### config.mk
export PLATFORM = sky130hd
export DESIGN_NAME = seven_segment_scan_driver
export DESIGN_NICKNAME = d
export VERILOG_FILES = /design/src/rtl/seg7_pkg.sv /design/src/rtl/seg7_glyph_rom.sv /design/src/rtl/seven_segment_scan_driver.sv
export SDC_FILE = /design/constraint.sdc
export NUM_CORES = 1
export LEC_CHECK = 0
export ABC_AREA = 0
export ABC_CLOCK_PERIOD_IN_PS = 1800
export CORE_ASPECT_RATIO = 1.4
export CORE_MARGIN = 4
export CORE_UTILIZATION = 30
export DETAILED_ROUTE_END_ITERATION = 10
export PLACE_DENSITY = 0.57
export SLEW_MARGIN = 30
export SYNTH_ARGS = -nofsm -noshare
export SYNTH_HDL_FRONTEND = slang
export SYNTH_SLANG_ARGS = --single-unit
### constraint.sdc
create_clock -name clk -period 1.8 [get_ports clk]
set_clock_uncertainty 0.1 [all_clocks]
set_input_delay 0.18 -clock clk [delete_from_list [all_inputs] [get_ports clk]]
set_output_delay 0.18 -clock clk [all_outputs]
set_load 0.005 [all_outputs]
### src/rtl/seg7_pkg.sv
// Glyph codes, font selection and segment decode shared by the scan driver.
// Segment vectors are {g,f,e,d,c,b,a}, active-low.
package seg7_pkg;

  localparam logic [3:0] CODE_C_T = 4'd10;
  localparam logic [3:0] CODE_DASH = 4'd11;
  localparam logic [3:0] CODE_D_B = 4'd12;
  localparam logic [3:0] CODE_L = 4'd13;
  localparam logic [3:0] CODE_E = 4'd14;
  localparam logic [3:0] CODE_R = 4'd15;

  typedef enum logic {
    FONT_STD  = 1'b0,
    FONT_TEST = 1'b1
  } font_e;

  localparam logic [6:0] SEG_BLANK = 7'h7F;

  function automatic logic [6:0] seg7_decode(input logic [3:0] code, input font_e font);
    logic [6:0] seg;
    case (code)
      4'd0: seg = 7'b1000000;
      4'd1: seg = 7'b1111001;
      4'd2: seg = 7'b0100100;
      4'd3: seg = 7'b0110000;
      4'd4: seg = 7'b0011001;
      4'd5: seg = 7'b0010010;
      4'd6: seg = 7'b0000010;
      4'd7: seg = 7'b1111000;
      4'd8: seg = 7'b0000000;
      4'd9: seg = 7'b0010000;
      CODE_C_T: seg = (font == FONT_TEST) ? 7'b0000111 : 7'b1000110;
      CODE_DASH: seg = 7'b0111111;
      CODE_D_B: seg = (font == FONT_TEST) ? 7'b0000011 : 7'b0100001;
      CODE_L: seg = 7'b1000111;
      CODE_E: seg = 7'b0000110;
      CODE_R: seg = 7'b0101111;
      default: seg = SEG_BLANK;
    endcase
    return seg;
  endfunction

endpackage

### src/rtl/seg7_glyph_rom.sv
// Combinational glyph lookup for the digit currently being scanned.
module seg7_glyph_rom
  import seg7_pkg::*;
(
  input  logic [3:0] code,
  input  logic       font_sel,
  output logic [6:0] seg
);

  assign seg = seg7_decode(code, font_e'(font_sel));

endmodule

### src/rtl/seven_segment_scan_driver.sv
// Multiplexed common-anode 7-segment scanner with PWM dimming, per-digit blink
// and frame-aligned input snapshots so a frame never mixes old and new data.
module seven_segment_scan_driver
  import seg7_pkg::*;
#(
  parameter int NUM_DIGITS   = 4,
  parameter int REFRESH_LOG2 = 16,
  parameter int BLINK_FRAMES = 64
) (
  input  logic                    clk,
  input  logic                    rst,
  input  logic [4*NUM_DIGITS-1:0] nums,
  input  logic [NUM_DIGITS-1:0]   dp_en,
  input  logic [NUM_DIGITS-1:0]   blink_en,
  input  logic                    font_sel,
  input  logic [3:0]              brightness,
  output logic [6:0]              display,
  output logic                    dp,
  output logic [NUM_DIGITS-1:0]   digit,
  output logic                    frame_tick
);

  localparam int IDX_W = (NUM_DIGITS > 1) ? $clog2(NUM_DIGITS) : 1;
  localparam int BLINK_W = (BLINK_FRAMES > 1) ? $clog2(BLINK_FRAMES) : 1;
  localparam logic [IDX_W-1:0] IDX_LAST = IDX_W'(NUM_DIGITS - 1);
  localparam logic [IDX_W-1:0] IDX_ONE = IDX_W'(1);
  localparam logic [BLINK_W-1:0] BLINK_LAST = BLINK_W'(BLINK_FRAMES - 1);
  localparam logic [BLINK_W-1:0] BLINK_ONE = BLINK_W'(1);
  localparam logic [REFRESH_LOG2-1:0] DIV_ONE = REFRESH_LOG2'(1);
  localparam logic [NUM_DIGITS-1:0] ANODE_ONE = NUM_DIGITS'(1);

  logic [REFRESH_LOG2-1:0] div_cnt;
  logic [IDX_W-1:0]        idx;
  logic [BLINK_W-1:0]      blink_cnt;
  logic                    blink_phase;
  logic [3:0]              code_s [NUM_DIGITS];
  logic [NUM_DIGITS-1:0]   dp_en_s;
  logic [NUM_DIGITS-1:0]   blink_en_s;
  logic                    font_s;
  logic                    snap_valid;

  logic       slot_end;
  logic       wrap;
  logic       pwm_on;
  logic       lit;
  logic [6:0] glyph;

  assign slot_end = &div_cnt;
  assign wrap     = slot_end && (idx == IDX_LAST);
  assign pwm_on   = div_cnt[REFRESH_LOG2-1 -: 4] < brightness;
  // Cycle 0 of every slot keeps anodes off so the previous digit cannot ghost.
  assign lit      = pwm_on && (div_cnt != '0) && !(blink_en_s[idx] && !blink_phase);

  seg7_glyph_rom u_glyph_rom (
    .code     (code_s[idx]),
    .font_sel (font_s),
    .seg      (glyph)
  );

  always_ff @(posedge clk) begin
    if (rst) begin
      div_cnt     <= '0;
      idx         <= '0;
      blink_cnt   <= '0;
      blink_phase <= 1'b1;
      code_s      <= '{default: 4'hF};
      dp_en_s     <= '0;
      blink_en_s  <= '0;
      font_s      <= 1'b0;
      snap_valid  <= 1'b0;
      frame_tick  <= 1'b0;
      digit       <= '1;
      display     <= SEG_BLANK;
      dp          <= 1'b1;
    end else begin
      div_cnt    <= div_cnt + DIV_ONE;
      frame_tick <= wrap;
      if (slot_end) idx <= wrap ? '0 : idx + IDX_ONE;
      if (wrap) begin
        for (int i = 0; i < NUM_DIGITS; i++) code_s[i] <= nums[4*i +: 4];
        dp_en_s    <= dp_en;
        blink_en_s <= blink_en;
        font_s     <= font_sel;
        snap_valid <= 1'b1;
        if (blink_cnt == BLINK_LAST) begin
          blink_cnt   <= '0;
          blink_phase <= ~blink_phase;
        end else begin
          blink_cnt <= blink_cnt + BLINK_ONE;
        end
      end
      // Segments stay driven while the anode is off; the snapshot is blank until the first wrap.
      digit   <= lit ? ~(ANODE_ONE << idx) : '1;
      display <= snap_valid ? glyph : SEG_BLANK;
      dp      <= ~dp_en_s[idx];
    end
  end

endmodule

After elaboration in Yosys (flattened, before gate mapping)
Index checks and enable logic that the tools add are counted.
{ "word_totals": {"in_bits": 31, "regBits": 64, "output_inout_bits": 13, "elab_cells": 70} }
{ "op_classes": {"muxes": 12, "bitwise_logic": 6, "reduce_logical": 12, "n_lt_le_gt_ge": 3, "add_sub_neg": 3, "shifts": 1, "n_eq_ne": 17} }
{ "ops": {"columns": ["cell", "count"], "rows": [
  ["7-bit case mux with 16 select lines", 1],
  ["4-bit == test (second input constant)", 8],
  ["16-bit by 1-bit adder with 16-bit output (second input constant)", 1],
  ["4-bit by 3-bit == test with 1-bit output (second input constant)", 4],
  ["16-bit AND reduction", 1],
  ["16-bit nonzero test", 1],
  ["6-bit two-way mux", 2],
  ["4-bit binary-select mux with 2-bit select", 1],
  ["4-bit by 2-bit == test with 1-bit output (second input constant)", 2],
  ["4-bit two-way mux", 2],
  ["7-bit two-way mux", 1],
  ["6-bit by 1-bit adder with 6-bit output (second input constant)", 1],
  ["6-bit == test (second input constant)", 1],
  ["1-bit binary-select mux with 2-bit select", 2],
  ["4-bit by 1-bit == test with 1-bit output (second input constant)", 1],
  ["1-bit logical AND", 4],
  ["4-bit logical NOT", 1],
  ["4-bit less-than comparator", 1],
  ["1-bit NOT", 4],
  ["4-bit NOT", 1],
  ["2-bit OR reduction", 2],
  ["1-bit by 2-bit << shifter with 4-bit output (first input constant)", 1],
  ["3-bit greater-or-equal comparator (second input constant)", 1],
  ["2-bit by 3-bit less-than comparator with 1-bit output (second input constant)", 1],
  ["7 further kinds", 9]
]} }

Depth between registers and ports, before layout
{ "logic_depth": {"depth_word": 7, "depth_mapped": 8, "ltp_nobuf": 6} }

By module
From an unflattened synthesis, not the netlist that was laid out.
{ "hier_totals": {"hier_cells": 306, "hier_area_um2": 2976.6} }
{ "by_module_without_submodules": {"columns": ["mod", "n_inst", "cells_per_inst", "area_each_um2", "seq_area_each_um2"], "rows": [
  ["seven_segment_scan_driver", 1, 272, 2738.9, 1281.2],
  ["seg7_glyph_rom", 1, 34, 237.7, 0.0]
]} }

Worst setup path after synthesis
Ideal clock, no wire load.
{ "synth_timing": {"path_type": "register to register", "startpoint": "register div_cnt[0]", "endpoint": "register blink_phase", "arrival_time_ns": 1.632, "setup_time_ns": 0.114, "required_time_ns": 1.586, "path_stages_with_launch": 7, "path_slack_ns": -0.046, "n_path_buf": 1, "period_less_slack_ns": 1.846, "path_cell_list": "dfxtp_1 > ha_1 > and3_1 > buf_2 > nand3_2 > or4_1 > a21o_1"} }
{ "synth_between": {"elab_chain_len": 3} }
{ "synth_lines": {"columns": ["element", "line_no", "text"], "rows": [
  ["start, declared", "seven_segment_scan_driver.sv:32", "logic [REFRESH_LOG2-1:0] div_cnt;"],
  ["start signal, assigned", "seven_segment_scan_driver.sv:76", "div_cnt <= div_cnt + DIV_ONE;"],
  ["16-bit AND reduction", "seven_segment_scan_driver.sv:48", "assign slot_end = &div_cnt;"],
  ["1-bit logical AND", "seven_segment_scan_driver.sv:49", "assign wrap = slot_end && (idx == IDX_LAST);"],
  ["2-bit AND reduction (no source line)", null, null],
  ["end signal, assigned", "seven_segment_scan_driver.sv:87", "blink_phase <= ~blink_phase;"],
  ["end, declared", "seven_segment_scan_driver.sv:35", "logic blink_phase;"]
]} }
No other way between the ends.
A chain may end at the register's enable or synchronous reset.

Worst setup path in the final report
{ "layout_timing": {"startpoint": "register idx[0]", "endpoint": "register display[6]"} }
{ "layout_between": {"elab_chain_len": 6, "word_cells_on_any_way": 21, "classes_between": "eq/ne: 15; mux: 4; bitwise: 1; reduce/logical: 1"} }
{ "layout_lines": {"columns": ["element", "line_no", "text"], "rows": [
  ["start, declared", "seven_segment_scan_driver.sv:33", "logic [IDX_W-1:0] idx;"],
  ["start signal, assigned", "seven_segment_scan_driver.sv:78", "if (slot_end) idx <= wrap ? '0 : idx + IDX_ONE;"],
  ["2-bit NOT with 3-bit output (not written as such) (*)", "seven_segment_scan_driver.sv:55", ".code (code_s[idx]),"],
  ["4-bit binary-select mux with 2-bit select (*)", "seven_segment_scan_driver.sv:55", null],
  ["4-bit two-way mux (not written as such) (*) (2 in a row)", "seven_segment_scan_driver.sv:55", null],
  ["4-bit == test, or another cell as far along", "seg7_pkg.sv:21", "case (code)"],
  ["7-bit case mux with 16 select lines (*)", "seg7_pkg.sv:21", null],
  ["end signal, assigned", "seven_segment_scan_driver.sv:94", "display <= snap_valid ? glyph : SEG_BLANK;"],
  ["end, declared", "seven_segment_scan_driver.sv:17", "output logic [6:0] display,"]
]} }
Every way passes the cells marked *; elsewhere a longest branch is shown, timed or not. The select of a mux whose other input is x is not followed.

==> impl_metrics.tcl <==
set metrics [dict create \
    outcome "finished, violations left" \
    violations "setup timing" \
    worst_pin_slew_ns 0.442 \
    cpLargestDelayFamily "multiplexers" \
    hold_class "in2reg" \
    cts_sinks 64 \
    setup_viol 1 \
    start_kind "flip-flop" \
    grt_setup_unrepaired "yes" \
    syn_inst 319 \
    grt_pass1_wl_mm 12.1 \
    hold_viol_final 0 \
    diodes 0 \
    cts.path.max_buffers 2 \
    avgSynthCellArea_um2 9.52 \
    crit_slowest_cell "mux4_2" \
    ys_seq_area_share_pct 42.2 \
    multi_input_area_um2 1630 \
    cp.depth 5 \
    crit_buf_inv 1 \
    coreArea_um2 9900 \
    die_h_um 127 \
    max_stage_delay_ns 0.62 \
    dr.pass1.iters 4 \
    reg2reg_to "display[6]$_SDFF_PP1_" \
    root_buffer "clkbuf_16" \
    maxSlewViolCount 0 \
    slew_headroom_pct 70.5 \
    dp_hpwl_mm 5.07 \
    synth.area.top_cells "dfxtp_1 42%, a211o_1 4.6%, and3_1 4.1%, ha_1 4.1%, a21oi_1 4.0%" \
    ys_warn_count 0 \
    worstPathCellList "buf_12 -> mux4_2 -> and3_2 -> nor4_2 -> a31oi_1" \
    fmax_mhz 550 \
    cts_max_level 3 \
    period_minus_slack_ns 1.82 \
    wirelength_mm 7.24 \
    async_flop_share_pct 0 \
    viasPerCell 4.94 \
    ys_ff_latch 64 \
    grtUsageTotal_pct 12.7 \
    ys_types 47 \
    grt_pass1_vias 2630 \
    r2r_start "idx[0]$_SDFFE_PP0P_" \
    antenna_found_initial 0 \
    reg2reg_depth 5 \
    nFillCells 981 \
    peakVddDrop_uv 528 \
    gp_congestion 0.768 \
    hold_slack_ns 0.176 \
    route.vias.total 2647 \
    ys_top_cells_by_count "64 x dfxtp_1, 24 x a21oi_1, 20 x and3_1" \
    clk_latency_ns 0.33 \
    critPathKind "reg2reg" \
    synth_most_common_cell "dfxtp_1" \
    worstPathRequired_ns 1.89 \
    start_util_pct 30.7 \
    synthesis.area_um2 3040 \
    io_buffer_count 43 \
    rows 43 \
    grt_max_degree 36 \
    drc 0 \
    synth_top_cell_by_area "dfxtp_1" \
    final_nets 437 \
    drive_gt1_share_pct 21.9 \
    postCtsHoldBufs 0 \
    num_io_pins 44 \
    setup_slack_ns -0.0194 \
    wl_per_cell_um 13.5 \
    dr.first_iter.drc_count 69 \
    tritoncts "built" \
    syn-num-nets 360 \
    synth_edf_count 0 \
    path_max_fanout 8 \
    period_share_pct 101 \
    die_width_um 93.0 \
    area_growth_pct 39.4 \
    ant_nets 0 \
    ys.flop_type "dfxtp_1" \
    synth_top_area_share_pct 42.2 \
    endpoint "display[6]$_SDFF_PP1_" \
    seq_area_um2 1290 \
    path_clk_slew_ns 0.05 \
    tns_ns -0.0194 \
    cp.arrival_ns 1.91 \
    p_leak_nw 1.67 \
    grt_overflow 0 \
    die_area_um2 11800 \
    r2r_slack_ns -0.02 \
    worstSetupEndpointType "flip-flop" \
    crit_start "idx[0]$_SDFFE_PP0P_" \
    powerDensity_nw_per_um2 781 \
    drv_cap 0 \
    numCtsBuffers 9 \
]
==> worst register-to-register path: stages (launching register included) <==
cell	delay (ns)
dfxtp_4	0.36
buf_12	0.11
mux4_2	0.62
and3_2	0.28
nor4_2	0.16
a31oi_1	0.06
==> placed cells by master, fill, tap and decap left out, drive strengths merged, types with 6 or more instances in the layout <==
| master | count |
|---|---|
| a211o | 16 |
| and3 | 21 |
| o211ai | 6 |
| clkdlybuf4s50 | 42 |
| xor2 | 10 |
| nand2 | 13 |
| inv | 12 |
| buf | 49 |
| o21ai | 18 |
| mux4 | 7 |
| nand3 | 19 |
| clkbuf | 13 |
| dfxtp | 64 |
| a21oi | 24 |
| ha | 10 |
| nor2 | 19 |
| nand4 | 7 |
==> worst min-delay path by stage <==
stage | startpoint | endpoint | slack, ns | cells after the start
6_report | rst | snap_valid$_SDFFE_PP0P_ | 0.18 | 2
3_3_place_gp | code_s[7]$_SDFFE_PP1P_ | code_s[7]$_SDFFE_PP1P_ | 0.34 | 1
5_1_grt | rst | snap_valid$_SDFFE_PP0P_ | 0.21 | 2
3_5_place_dp | code_s[4]$_SDFFE_PP1P_ | code_s[4]$_SDFFE_PP1P_ | 0.35 | 1
2_1_floorplan | rst | digit[0]$_SDFF_PP1_ | 0.22 | 2
4_1_cts | rst | snap_valid$_SDFFE_PP0P_ | 0.16 | 2
==> state kept, by name, summed over array words and instances (netlist names), 2 cells and up <==
name        cells
code_s         16
idx             2
blink_cnt       6
blink_en_s      4
display         7
digit           4
div_cnt        16
dp_en_s         4
==> power by group <==
group          leakage, nW  internal, W  total, W  switching [W]
registers            0.518      0.00143   0.00143     0.00000401
logic                 1.00    0.0000884  0.000141      0.0000522
clock network        0.150      0.00114   0.00174       0.000593
total                 1.67      0.00266   0.00331       0.000650
==> routing by layer <==
| metal | share of wire, % | vias up | GRT usage, % |
|---|---|---|---|
| li1 | - | 1325 | - |
| met1 | 42 | 1265 | 14.6 |
| met2 | 52 | 43 | 22.2 |
| met3 | 3.2 | 14 | 2.41 |
| met4 | 2.1 | 0 | 6.64 |
| met5 | 0 | - | 0 |
==> through the flow <==
step           power [W]  cells  cell area (um^2)  utilization [%]  setup WS [ns]
3_3_place_gp     0.00160    512              3810             38.4        -0.0544
5_1_grt          0.00341    536              4230             42.8        -0.0488
3_5_place_dp     0.00160    512              3810             38.4        -0.0798
4_1_cts          0.00335    530              4150             42.0         0.0103
6_report         0.00331    536              4230             42.8        -0.0194
2_1_floorplan    0.00151    319              3050                -        0.00251
==> timing repair <==
action                     in CTS  in global routing
cloned                          1                  0
setup buffers                   1                  6
setup endpoints to repair      28                 30
pin swaps                       3                  5
resized for setup               8                 10
==> area by class of cell <==
cell class,count,share of cell area [%]
flip-flops and latches,64,30.4
well taps,135,3.99
clock inverters,3,0.946
inverters,12,1.06
clock buffers,13,6.15
multi-input cells,218,38.4
repair buffers,91,19.0
==> cell families (layout without fill, tap and decap cells) <==
family	Yosys count	after routing	share of synthesized area, %
muxes	7	8	5.03
adders and majority gates	10	10	4.12
AOI/OAI and AO/OA	78	78	17.4
and+or+nand+nor	109	109	21.3
DFF	64	64	42.2
xor gates and xnor gates	13	13	3.75
buffers and inverters	38	119	6.26
Note: power is estimated with default switching activity, not from simulation.
